<file path="src/rtl/endec_pkg.sv">
// Shared constants and types for the encoder/decoder byte-stream path.
// MAX_LEN of the arbiter and the detector codeword length share CODEWORD_LEN.
package endec_pkg;

    localparam int AXIS_DATA_W  = 8;
    localparam int CODEWORD_LEN = 255;
    localparam int LEN_CNT_W    = 8;

    typedef enum logic {
        ARB_IDLE = 1'b0,
        ARB_LOCK = 1'b1
    } arb_state_e;

    // Next channel index in round-robin order, wrapping at num_ch.
    function automatic int wrap_inc(input int idx, input int num_ch);
        return (idx + 1 >= num_ch) ? 0 : idx + 1;
    endfunction

endpackage

</file>
<file path="src/rtl/codeword_arbiter_rr_pick.sv">
// Combinational round-robin select: first requester at or after ptr_i,
// wrapping modulo NUM_CH.
module rr_pick #(
    parameter int NUM_CH = 4,
    parameter int CH_W   = 2
) (
    input  logic [NUM_CH-1:0] req_i,
    input  logic [CH_W-1:0]   ptr_i,
    output logic [CH_W-1:0]   idx_o,
    output logic              found_o
);

    logic [2*NUM_CH-1:0] req_dbl;
    logic [2*NUM_CH-1:0] req_shift;
    logic [NUM_CH-1:0]   req_rot;
    logic [CH_W:0]       idx_sum;

    // Rotate so that bit 0 is the pointer's channel, then take the lowest set bit.
    always_comb begin
        req_dbl   = {req_i, req_i};
        req_shift = req_dbl >> ptr_i;
        req_rot   = req_shift[NUM_CH-1:0];
        idx_sum   = '0;
        idx_o     = '0;
        found_o   = 1'b0;
        for (int off = 0; off < NUM_CH; off++) begin
            if (!found_o && req_rot[off]) begin
                found_o = 1'b1;
                idx_sum = {1'b0, ptr_i} + (CH_W+1)'(off);
                if (idx_sum >= (CH_W+1)'(NUM_CH)) begin
                    idx_sum = idx_sum - (CH_W+1)'(NUM_CH);
                end
                idx_o = idx_sum[CH_W-1:0];
            end
        end
    end

endmodule

</file>
<file path="src/rtl/codeword_arbiter.sv">
// Round-robin codeword arbiter: shares one registered AXI-Stream byte output
// among NUM_CH channels, holding each grant for a whole codeword.
module codeword_arbiter
    import endec_pkg::*;
#(
    parameter int NUM_CH  = 4,
    parameter int CH_W    = 2,
    parameter int MAX_LEN = CODEWORD_LEN
) (
    input  logic                          core_clk,
    input  logic                          rst,
    input  logic [AXIS_DATA_W*NUM_CH-1:0] s_axis_tdata,
    input  logic [NUM_CH-1:0]             s_axis_tvalid,
    input  logic [NUM_CH-1:0]             s_axis_tlast,
    output logic [NUM_CH-1:0]             s_axis_tready,
    output logic [AXIS_DATA_W-1:0]        m_axis_output_tdata,
    output logic                          m_axis_output_tvalid,
    output logic                          m_axis_output_tlast,
    output logic [CH_W-1:0]               m_axis_output_tid,
    input  logic                          m_axis_output_tready,
    output logic [NUM_CH-1:0]             grant_o,
    output logic                          trunc_o
);

    arb_state_e             state_q, state_d;
    logic [CH_W-1:0]        rr_ptr_q, rr_ptr_d;
    logic [CH_W-1:0]        grant_q, grant_d;
    logic [LEN_CNT_W-1:0]   len_cnt_q, len_cnt_d;
    logic [AXIS_DATA_W-1:0] out_data_q, out_data_d;
    logic                   out_valid_q, out_valid_d;
    logic                   out_last_q, out_last_d;
    logic [CH_W-1:0]        out_tid_q, out_tid_d;
    logic                   trunc_q, trunc_d;

    logic [AXIS_DATA_W-1:0] sel_data;
    logic                   sel_valid;
    logic                   sel_last;
    logic                   out_free;
    logic                   len_hit;
    logic                   beat_last;
    logic                   accept;
    logic [CH_W-1:0]        pick_idx;
    logic                   pick_found;

    rr_pick #(
        .NUM_CH (NUM_CH),
        .CH_W   (CH_W)
    ) u_rr_pick (
        .req_i   (s_axis_tvalid),
        .ptr_i   (rr_ptr_q),
        .idx_o   (pick_idx),
        .found_o (pick_found)
    );

    always_comb begin
        sel_data  = '0;
        sel_valid = 1'b0;
        sel_last  = 1'b0;
        for (int c = 0; c < NUM_CH; c++) begin
            if (grant_q == CH_W'(c)) begin
                sel_data  = s_axis_tdata[c*AXIS_DATA_W +: AXIS_DATA_W];
                sel_valid = s_axis_tvalid[c];
                sel_last  = s_axis_tlast[c];
            end
        end
    end

    // The output register is free when empty or being drained this cycle.
    assign out_free  = !out_valid_q || m_axis_output_tready;
    assign len_hit   = (len_cnt_q == LEN_CNT_W'(MAX_LEN - 1));
    assign beat_last = sel_last || len_hit;

    always_ff @(posedge core_clk or posedge rst) begin
        if (rst) begin
            state_q <= ARB_IDLE;
        end else begin
            state_q <= state_d;
        end
    end

    always_comb begin
        state_d = state_q;
        case (state_q)
            ARB_IDLE: if (pick_found) state_d = ARB_LOCK;
            ARB_LOCK: if (accept && beat_last) state_d = ARB_IDLE;
            default:  state_d = ARB_IDLE;
        endcase
    end

    always_comb begin
        s_axis_tready = '0;
        grant_o       = '0;
        accept        = 1'b0;
        if (state_q == ARB_LOCK) begin
            for (int c = 0; c < NUM_CH; c++) begin
                if (grant_q == CH_W'(c)) begin
                    s_axis_tready[c] = out_free;
                    grant_o[c]       = 1'b1;
                end
            end
            accept = sel_valid && out_free;
        end
    end

    always_comb begin
        grant_d     = grant_q;
        rr_ptr_d    = rr_ptr_q;
        len_cnt_d   = len_cnt_q;
        out_data_d  = out_data_q;
        out_valid_d = out_valid_q;
        out_last_d  = out_last_q;
        out_tid_d   = out_tid_q;
        trunc_d     = 1'b0;

        if (state_q == ARB_IDLE && pick_found) begin
            grant_d   = pick_idx;
            len_cnt_d = '0;
        end

        if (accept) begin
            out_data_d  = sel_data;
            out_tid_d   = grant_q;
            out_last_d  = beat_last;
            out_valid_d = 1'b1;
            len_cnt_d   = len_cnt_q + 1'b1;
            trunc_d     = len_hit && !sel_last;
            // A forced tlast ends the codeword exactly like a real one.
            if (beat_last) begin
                grant_d   = '0;
                rr_ptr_d  = CH_W'(wrap_inc(int'(grant_q), NUM_CH));
                len_cnt_d = '0;
            end
        end else if (m_axis_output_tready) begin
            out_valid_d = 1'b0;
        end
    end

    always_ff @(posedge core_clk or posedge rst) begin
        if (rst) begin
            rr_ptr_q    <= '0;
            grant_q     <= '0;
            len_cnt_q   <= '0;
            out_data_q  <= '0;
            out_valid_q <= 1'b0;
            out_last_q  <= 1'b0;
            out_tid_q   <= '0;
            trunc_q     <= 1'b0;
        end else begin
            rr_ptr_q    <= rr_ptr_d;
            grant_q     <= grant_d;
            len_cnt_q   <= len_cnt_d;
            out_data_q  <= out_data_d;
            out_valid_q <= out_valid_d;
            out_last_q  <= out_last_d;
            out_tid_q   <= out_tid_d;
            trunc_q     <= trunc_d;
        end
    end

    assign m_axis_output_tdata  = out_data_q;
    assign m_axis_output_tvalid = out_valid_q;
    assign m_axis_output_tlast  = out_last_q;
    assign m_axis_output_tid    = out_tid_q;
    assign trunc_o              = trunc_q;

endmodule

</file>
<file path="config.mk">
export PLATFORM = sky130hd
export DESIGN_NAME = codeword_arbiter
export DESIGN_NICKNAME = d
export VERILOG_FILES = /design/src/rtl/endec_pkg.sv /design/src/rtl/codeword_arbiter_rr_pick.sv /design/src/rtl/codeword_arbiter.sv
export SDC_FILE = /design/constraint.sdc
export NUM_CORES = 1
export LEC_CHECK = 0
export CAP_MARGIN = 20
export CORE_MARGIN = 1.5
export CORE_UTILIZATION = 40
export DETAILED_ROUTE_END_ITERATION = 10
export MAX_ROUTING_LAYER = met4
export PLACE_DENSITY = 0.84
export SYNTH_ARGS = -nofsm -noshare
export SYNTH_HDL_FRONTEND = slang
export SYNTH_SLANG_ARGS = --single-unit
</file>
<file path="constraint.sdc">
create_clock -name core_clk -period 2.48 [get_ports core_clk]
set_input_delay 0.744 -clock core_clk [delete_from_list [all_inputs] [get_ports core_clk]]
set_output_delay 0.744 -clock core_clk [all_outputs]
set_load 0.005 [all_outputs]
</file>
==> results of run 1 <==
==> registers in the layout, summed over array words and instances, names as in the netlist <==
signal / flops
m_axis_output_tid: 2
rr_ptr_q: 2
m_axis_output_tdata: 8
m_axis_output_tvalid: 1
state_q: 1
m_axis_output_tlast: 1
trunc_o: 1
len_cnt_q: 8
grant_q: 2
==> final timing paths <==
kind	to	slack, ns	depth (start not counted)
setup / recovery	s_axis_tready[1]	0.03	4
hold / removal	m_axis_output_tid[0]	0.49	2
setup reg to reg	rr_ptr_q[1]	0.37	7
hold reg to reg	m_axis_output_tid[0]	0.49	2
max in group asynchronous	grant_q[1]	1.38	3
min in group asynchronous	m_axis_output_tdata[4]	0.83	3
==> synthesized netlist by cell type, drive strengths merged <==
library cell and count:
nand2 23, and2 4, a32oi 2, mux2i 1
nor2 24, a221oi 8, or3b 1, a2111oi 1
xor2 1, and3 5, a211oi 3, o221ai 1
o2111a 1, a21oi 23, o22ai 2, buf 6
o21ai 18, o21a 2, mux2 2, nand3b 1
nand4 1, inv 15, nor2b 1, or2 1
nand3 3, a21o 1, clkbuf 5, dfrtp 26
nor4 1, nor3b 2, a211o 3, and4 1
nand2b 2, nor3 5, ha 6
==> per-layer routing <==
layer | vias up | GRT usage [%] | routed length [um]
li1 | 868 | - | -
met3 | 2 | 3.167 | 225
met1 | 837 | 25.90 | 1982
met4 | 0 | 4.082 | 19
met5 | - | - | 0
met2 | 55 | 39.23 | 2334
==> cell type report <==
cell class / instances / area (um2) / share of cell area (%)
multi-input combinational: 150 / 938.4 / 37.28
timing repair buffer: 81 / 765.7 / 30.42
sequential: 26 / 653.1 / 25.94
tap: 50 / 62.56 / 2.485
inverter: 15 / 56.30 / 2.237
clock buffer: 3 / 41.29 / 1.640
==> worst max-delay path, stage by stage <==
cell and delay [ns]:
sky130_fd_sc_hd__clkdlybuf4s50_1 0.45, sky130_fd_sc_hd__nand2b_4 0.14, sky130_fd_sc_hd__and3_4 0.17, sky130_fd_sc_hd__clkdlybuf4s15_1 0.20
==> repair_timing <==
item / 4_1_cts / 5_1_grt
setup buffers: 0 / 1
pin swaps: 0 / 0
resized for setup: 7 / 13
setup endpoints to repair: 6 / 8
==> metrics by stage <==
stage	area [um2]	setup WS, ns
after floorplan	1658	0.4131
after global placement	2424	-0.2479
after detailed placement	2424	-0.2853
after CTS	2472	-0.03706
after global routing	2517	-0.003368
final	2517	0.03486
==> power groups by stage <==
stage                     registers [uW]  clock network, uW  logic [uW]
final                                695                232        1490
after global routing                 714                254        1650
after CTS                            686                242        1440
after detailed placement             691                  0        1440
after global placement               685                  0        1400
after floorplan                      673                  0         818
==> cells by family after synthesis <==
kind of cell / after synthesis
buffers and inverters: 26
DFF: 26
muxes: 3
xor gates and xnor gates: 1
and+or+nand+nor: 75
adders and majority gates: 6
AOI/OAI and AO/OA: 65
==> impl_results.md, run 1 <==
* Arrival @ worst endpoint at 1.70 ns
* Post-Synth Adder-Cell Area at 4.528%
* Number of clock sinks at 26
* Clock Root Buffer: sky130_fd_sc_hd__clkbuf_8
* Number of nets with antenna violations after routing at 0
* Endpoints failing setup at 0
* Hold Worst Slack at 0.4942 ns
* Min Clock Period, post-route at 2.445 ns
* Clock share of power at 9.6%
* Cell types occupying the most area after synthesis: sky130_fd_sc_hd__dfrtp_1 39%, sky130_fd_sc_hd__a21oi_1 6.6%, sky130_fd_sc_hd__nor2_1 5.4%, sky130_fd_sc_hd__o21ai_0 5.1%, sky130_fd_sc_hd__nand2_1 5.0%
* Clock buffer count from CTS at 3
* Compound-Gate Fraction of Synth Area at 25.36%
* Ratio of total power to cell area at 958.8 mW/mm2
* Most frequent cells in the layout: 59 x sky130_fd_sc_hd__clkdlybuf4s50_1, 24 x sky130_fd_sc_hd__nor2_1, 24 x sky130_fd_sc_hd__dfrtp_1, 22 x sky130_fd_sc_hd__nand2_1, 22 x sky130_fd_sc_hd__a21oi_1
* Sequential fraction of the synthesis area at 39.25%
* Unique cell type count in the Yosys netlist at 41
* TritonCTS clock tree: built
* Share of Yosys cell area claimed by the top area cell type at 39.25%
* Worst ir drop on vdd at 0.6576 mV
* Final hold violations at 0
* Xor/xnor share of the synthesized area at 0.5283%
* Vias post-DR at 1762
* Worst skew pair latency at 0.26 ns
* Remaining global-route overflow at 0
* Total die area at 0.004540 mm2
* GRT Util Overall at 21.74%
* Global-route wire length before repair at 7.396 mm
* Std-Cell Core Area at 0.004000 mm2
* Horizontal extent of the die at 67.38 um
* I/O pin count at 64
* Antenna violations before repair at 0
* Switching portion of total power at 39.66%
* Final-layout fill cell count at 345
* DR iter-0 viols at 68
* Average vias per placed instance at 5.422
* Net switching power at 957.2 uW
* Hold Crit Start: m_axis_output_tid[0]
* Kind of critical path: primary input to output port
* Largest net degree at the start of global routing at 27
* Layout cells sized above 1 at 14.91%
* Via count of the first global-routing pass at 1641
* Post-route clock period utilization at 98.59%
* Routability cong. at 0.8701
* Final count of pins violating max slew at 0
* Net total in the final layout at 326
* First-pass iteration count of the detailed router at 4
* Die boundary height at 67.38 um
* Dominant combinational cell family by area after synthesis: compound AO/OA/AOI/OAI gates
* Largest fanout of any net on the critical path at 5
* Clock-pin slew on the worst setup and hold paths at 0.08 ns
* Run status: completed
* Summed instance area of the synthesized netlist at 0.001658 mm2
* # Max-Cap Violations at 0
* Logic gate share of total power at 61.6%
* Cell count after synthesis at 202
* Hold/Removal Path Class: flip-flop to flip-flop
* Diodes inserted at 0
* Total of flip-flops plus latches after synthesis at 26
* CP Launch Type: primary input
* Slew at the pin closest to its max-slew limit at 0.3706 ns
* Worst rel slew slack at 74.65%
* Post-route total power at 2414 uW
* Final Non-Filler Cells at 325
* Count of yosys warnings during synthesis at 0
* Capturing element type of the critical path: output port
* Dpl cells at 321
* Sequential share of power at 28.8%
* Net count after synthesis at 251
* Start point of the critical path: m_axis_output_tready
* Share of synthesized cell area in and, or, nand and nor gates at 21.66%
* Leading cell type in the layout, fill and taps excluded: sky130_fd_sc_hd__clkdlybuf4s50_1
* Crit path required time at 1.74 ns
* Port buffer count at 63
* Core Util, Final at 62.93%
* Number of H-tree levels at 1
* Area grow syn2layout at 51.85%
* Setup Skew at 0.001771 ns
* Cell type contributing the most total cell area after synthesis: sky130_fd_sc_hd__dfrtp_1
* Total negative slack at 0 ns
* # DRC at 0
* Mux share of post-synthesis cell area at 1.962%
* Average wire length per cell after detail routing at 14.03 um
* Placed wire-length estimate at 3.484 mm
* Starting density of the core at 41.45%
* Count of hold buffers inserted by post-cts repair at 0
* Maximum clock insertion buffer count at 2
* Average instance area after synthesis at 8.207 um2
* Launch instance of the worst register-to-register path: grant_q[1]
* Max Clock Freq at 409.0 MHz
* Wire length reported by the detailed router at 4.561 mm
* Number of placement rows at 23
* Standby leakage power at 0.001083 uW
* Power Internal at 1456 uW
(Power assumes the default switching activity.)
==> inputs of run 2 (changes only) <==
--- a/config.mk
+++ b/config.mk
@@ -11,6 +11,7 @@
 export DETAILED_ROUTE_END_ITERATION = 10
 export MAX_ROUTING_LAYER = met4
 export PLACE_DENSITY = 0.84
+export SETUP_SLACK_MARGIN = 0.1
 export SYNTH_ARGS = -nofsm -noshare
 export SYNTH_HDL_FRONTEND = slang
 export SYNTH_SLANG_ARGS = --single-unit
==> constraint.sdc (replaced) <==
create_clock -name core_clk -period 2.9 [get_ports core_clk]
set_input_delay 0.87 -clock core_clk [delete_from_list [all_inputs] [get_ports core_clk]]
set_output_delay 0.87 -clock core_clk [all_outputs]
set_load 0.005 [all_outputs]
==> run 2 against run 1 <==
Against the previous run: non-clock buffer count fell by 10; core utilization fell by 2.8 points; sequential share of layout area rose by 1.1 points; via count fell by 3.2%; global-route usage rose by 1.0 points; highest routed layer unchanged; cell count fell by 3.1%; total power fell by 19%; register-to-register slack improved by 0.19 ns; critical endpoint is now s_axis_tready[2]; routed wire length rose by 0.33%.
==> impl_results.md, run 2 (synthesis results as in run 1) <==
* Starting density of the core at 41.45% (unchanged)
* Remaining global-route overflow at 0 (unchanged)
* Final count of pins violating max slew at 0 (unchanged)
* Slew at the pin closest to its max-slew limit at 0.5276 ns (was 0.3706 ns)
* Number of clock sinks at 26 (unchanged)
* Total die area at 0.004540 mm2 (unchanged)
* Global-route wire length before repair at 7.659 mm (was 7.396 mm)
* Worst rel slew slack at 64.83% (was 74.65%)
* Layout cells sized above 1 at 9.057% (was 14.91%)
* CP Launch Type: primary input (unchanged)
* I/O pin count at 64 (unchanged)
* RSZ-0062 raised after global routing: no
* Fraction of met3 tracks used by global routing at 2.833% (was 3.167%)
* Post-route standard cell area excluding fillers at 0.002405 mm2 (was 0.002517 mm2)
* Number of placement rows at 23 (unchanged)
* FF-to-FF path depth at 7 (unchanged)
* Capturing element type of the critical path: output port (unchanged)
* Clock buffer count from CTS at 3 (unchanged)
* Worst ir drop on vdd at 0.4995 mV (was 0.6576 mV)
* Hold Worst Slack at 0.4983 ns (was 0.4942 ns)
* Average vias per placed instance at 5.413 (was 5.422)
* Launch instance of the worst register-to-register path: grant_q[1] (unchanged)
* Net total in the final layout at 316 (was 326)
* Cell count of the worst hold path at 2 (unchanged)
* Maximum clock insertion buffer count at 2 (unchanged)
* End point of the most critical hold path: m_axis_output_tid[0] (unchanged)
* Clock-pin slew on the worst setup and hold paths at 0.09 ns (was 0.08 ns)
* Met2 layer usage reported by global route at 42.20% (was 39.23%)
* First-pass iteration count of the detailed router at 4 (unchanged)
* Final hold violations at 0 (unchanged)
* Most frequent cells in the layout: 59 x sky130_fd_sc_hd__clkdlybuf4s50_1, 26 x sky130_fd_sc_hd__dfrtp_1, 24 x sky130_fd_sc_hd__nor2_1, 22 x sky130_fd_sc_hd__nand2_1, 22 x sky130_fd_sc_hd__a21oi_1 (was 59 x sky130_fd_sc_hd__clkdlybuf4s50_1, 24 x sky130_fd_sc_hd__nor2_1, 24 x sky130_fd_sc_hd__dfrtp_1, 22 x sky130_fd_sc_hd__nand2_1, 22 x sky130_fd_sc_hd__a21oi_1)
* Met1 usage in global routing at 26.63% (was 25.90%)
* Run status: completed (unchanged)
* # Post-CTS Setup Buffers at 0 (unchanged)
* Number of H-tree levels at 1 (unchanged)
* Wire length reported by the detailed router at 4.576 mm (was 4.561 mm)
* Std-Cell Core Area at 0.004000 mm2 (unchanged)
* GRT Util Overall at 22.76% (was 21.74%)
* Largest fanout of any net on the critical path at 5 (unchanged)
* Horizontal extent of the die at 67.38 um (unchanged)
* Placed cell areas at 0.002356 mm2 (was 0.002424 mm2)
* Kind of critical path: primary input to output port (unchanged)
* Hold/Removal Path Class: flip-flop to flip-flop (unchanged)
* Number of nets with antenna violations after routing at 0 (unchanged)
* Arrival @ worst endpoint at 1.86 ns (was 1.70 ns)
* Post-route clock period utilization at 94.12%
* Die boundary height at 67.38 um (unchanged)
* Worst reg2reg setup slack at 0.56 ns (was 0.37 ns)
* Min Clock Period, post-route at 2.730 ns
* Ratio of total power to cell area at 814.0 mW/mm2 (was 958.8 mW/mm2)
* # Max-Cap Violations at 0 (unchanged)
* Port buffer count at 63 (unchanged)
* Worst skew pair latency at 0.26 ns (about the same)
* Vias post-DR at 1705 (was 1762)
* Standby leakage power at 0.001049 uW (was 0.001083 uW)
* Clock Root Buffer: sky130_fd_sc_hd__clkbuf_8 (unchanged)
* Via count of the first global-routing pass at 1677 (was 1641)
* Hold Crit Start: m_axis_output_tid[0] (unchanged)
* Leading cell type in the layout, fill and taps excluded: sky130_fd_sc_hd__clkdlybuf4s50_1 (unchanged)
* DR iter-0 viols at 114 (was 68)
* Endpoints failing setup at 0 (unchanged)
* Terminus of the critical flop-to-flop path: rr_ptr_q[1] (unchanged)
* Diodes inserted at 0 (unchanged)
* Core Util, Final at 60.12% (was 62.93%)
* Routability cong. at 0.8136 (was 0.8701)
* Setup Skew at 0.002006 ns (was 0.001771 ns)
* Area grow syn2layout at 45.06% (was 51.85%)
* Library cell contributing the largest single delay on the critical path: sky130_fd_sc_hd__clkdlybuf4s50_1 (unchanged)
* Largest net degree at the start of global routing at 27 (unchanged)
* TritonCTS clock tree: built (unchanged)
* Worst stage delay on the critical path at 0.41 ns (was 0.45 ns)
* Cell chain of the critical path: clkdlybuf4s50_1, nand2b_4, and3_1, dlygate4sd2_1 (was clkdlybuf4s50_1, nand2b_4, and3_4, clkdlybuf4s15_1)
* Max Clock Freq at 366.4 MHz
* Crit path required time at 2.03 ns (was 1.74 ns)
* Antenna violations before repair at 0 (unchanged)
* Average wire length per cell after detail routing at 14.53 um (was 14.03 um)
* # DRC at 0 (unchanged)
* Most used routing layer: met2 (unchanged)
* Placed wire-length estimate at 3.492 mm (was 3.484 mm)
-- run 2: cell count changes in the layout (fill, tap and decap cells not counted), sizes merged --
cell and change:
buf -10, clkdlybuf4s15 -4, dlygate4sd2 +4
-- run 2: area by class of cell --
type	instances	area (um2)
repair buffers	71	685.7
well taps	50	62.56
multi-input cells	150	908.4
flip-flops and latches	26	650.6
inverters	15	56.30
fillers	382	1595
clock buffers	3	41.29
-- run 2: per-stage QoR --
stage / worst slack (ns) / setup TNS (ns) / power, uW / std cells
2_1_floorplan: 0.7071 / 0 / 1275 / 202
3_3_place_gp: -0.08123 / -0.3203 / 1727 / 312
4_1_cts: 0.1589 / 0 / 1970 / 315
6_report: 0.1704 / 0 / 1957 / 315
3_5_place_dp: -0.1196 / -0.4455 / 1770 / 312
5_1_grt: 0.1346 / 0 / 2132 / 315
-- run 2: report_power, final --
group	leakage [uW]	internal (uW)	total, uW	switching, uW
Sequential	0.000324	488	588	100
Clock	0.0000216	93.0	202	109
Combinational	0.000703	581	1170	587
-- run 2: worst max path at each step --
stage,from,slack [ns],endpoint,cells past startpoint
after CTS,grant_q[0],0.16,grant_o[3],4
after floorplan,grant_q[0],0.71,s_axis_tready[2],5
after detailed placement,m_axis_output_tready,-0.12,s_axis_tready[2],4
after global routing,m_axis_output_tready,0.13,s_axis_tready[0],4
final,m_axis_output_tready,0.17,s_axis_tready[2],4
after global placement,m_axis_output_tready,-0.08,s_axis_tready[1],4
-- run 2: worst max-delay path, delay by kind of cell --
kind / cells / cell delay [ns]
AND/OR/NAND/NOR: 2 / 0.32
buffers and inverters: 2 / 0.66
-- run 2: repair_timing --
action,in CTS,in global routing
resized for setup,6,1
hold buffers,0,0
endpoints found under the setup margin,5,1
pin swaps,0,0
-- run 2: metal layers --
metal | vias to the layer above | share of wire (%)
met5 | - | 0
li1 | 844 | -
met4 | 0 | 0.59
met1 | 819 | 43
met3 | 2 | 3.9
met2 | 40 | 53
==> RTL change, RTL diff (flow settings as in run 2) <==
Compare `len_cnt_q` against `LEN_CNT_W'(MAX_LEN - 1)` with >= in place of ==.
--- a/src/rtl/codeword_arbiter.sv
+++ b/src/rtl/codeword_arbiter.sv
@@ -69,3 +69,3 @@
     assign out_free  = !out_valid_q || m_axis_output_tready;
-    assign len_hit   = (len_cnt_q == LEN_CNT_W'(MAX_LEN - 1));
+    assign len_hit   = (len_cnt_q >= LEN_CNT_W'(MAX_LEN - 1));
     assign beat_last = sel_last || len_hit;
Behaviour: no difference found for any inputs over 10 cycles, from zero or initial values and one cycle with rst high; that may be too few to reach the edited logic, so the function may still have changed.
==> RTL change against run 2 <==
- setup slack improved by 0.00062 ns
- routed wire length rose by 3.5%
- first-iteration DRC count is 3.5% lower
- final area increased by 5.5%
- critical path depth is the same
- total power rose by 11%
- core utilization up 1.5 points
- sequential power grew 3%
- area after synthesis rose by 6.5%
- sequential cell count did not move
- count of clock-buffer cells in the layout is the same
- critical path type unchanged
==> RTL change: results (changes against run 2) <==
Drt
  • DR top layer: met4
  • Iteration-0 DRC count of the detailed router: 110 (-3.5%)
  • Metal-1 WL: 2160 µm (+9.7%)
  • Wire per inst: 14.6 µm (+0.62%)
  • Via density: 5.52 (+2.0%)
  • Met2 WL: 2150 µm (-11%)

GRT
  • Overall Global Routing Usage: 20.0% (-2.8 points)
  • Met1 usage: 27.4% (+0.75 points)
  • First-pass GRT wire length: 7810 µm (+2.0%)
  • GR Util met3: 3.05% (+0.22 points)
  • Met2 usage: 31.5% (-11 points)
  • Vias in the first global route: 1619 (-3.5%)

Logic synthesis
  • Synthesized Nets: 258 (+2.8%)
  • Most instantiated cells after synthesis: 26 x dfrtp_1, 26 x nor2_1, 19 x nand2_1
  • Netlist cell types: 46 (+12%)
  • Register area share after synthesis: 36.9% (-2.4 points)
  • Synth area leaders: dfrtp_1 37%, nor2_1 5.5%, a21oi_1 5.1%

Power and ir drop
  • Lkg Pwr: 1.13 nW (+7.5%)
  • Sw frac: 40.4% (-0.25 points)
  • Worst vdd ir: 0.000366 V (-27%)
  • Flop pwr share: 27.8% (-2.2 points)
  • Clock network fraction of total power: 13.9% (+3.6 points)

Layout
  • Final nets: 324 (+2.5%)
  • Share of cells above drive strength 1: 9.85% (+0.80 points)

Timing
  • Worst-Margin Slew: 0.407 ns (-0.121 ns)

Placement
  • Post-DP HPWL: 3490 µm (-0.16%)
  • DP Worst Slack: -0.135 ns (-0.0152 ns)

Clock network
  • Post_cts resized: 5 (-1)

Status
  • Status: complete, no violations
RTL change: changes by cell type after synthesis, sizes merged, moves of 3 or more:
cell    change
a21oi       -4
nand2       -3
nand3b      +3
nor2        +4
o21ai       -3
a221o       +3
RTL change: logic make-up after synthesis:
| kind of cell | synth area share, % |
|---|---|
| buffers and inverters | 7.30 |
| AOI/OAI and AO/OA | 23.0 |
| xor gates and xnor gates | 0.992 |
| DFF | 36.9 |
| adders and majority gates | 4.25 |
| and+or+nand+nor | 25.2 |
| muxes | 2.48 |
RTL change: layout make-up:
class	instances	area [µm²]	area share, %
clock buffer	3	41.3	1.63
timing repair buffer	72	693	27.3
clock inverter	1	30.0	1.18
inverter	17	63.8	2.51
multi-input combinational	155	996	39.3
sequential	26	651	25.6
tap	50	62.6	2.47
RTL change: per-stage QoR:
stage	area, µm²	instances	setup TNS, ns	power, mW
after global placement	2460	320	-0.393	1.84
after CTS	2530	324	0	2.18
after detailed placement	2460	320	-0.486	1.88
after floorplan	1770	209	0	1.37
after global routing	2540	324	0	2.34
final	2540	324	0	2.18
RTL change: final timing paths:
check / cells after the start / startpoint / end / slack (ns)
max: 4 / m_axis_output_tready / s_axis_tready[0] / 0.17
max reg2reg: 9 / grant_q[0]$_DFF_PP0_ / len_cnt_q[6]$_DFFE_PP0P_ / 0.64
min: 2 / m_axis_output_tlast$_DFFE_PP0P_ / m_axis_output_tlast$_DFFE_PP0P_ / 0.52
min reg2reg: 2 / m_axis_output_tlast$_DFFE_PP0P_ / m_axis_output_tlast$_DFFE_PP0P_ / 0.52
min in group asynchronous: 3 / rst / m_axis_output_tdata[6]$_DFFE_PP0P_ / 0.94
max in group asynchronous: 3 / rst / m_axis_output_tid[0]$_DFFE_PP0P_ / 1.71
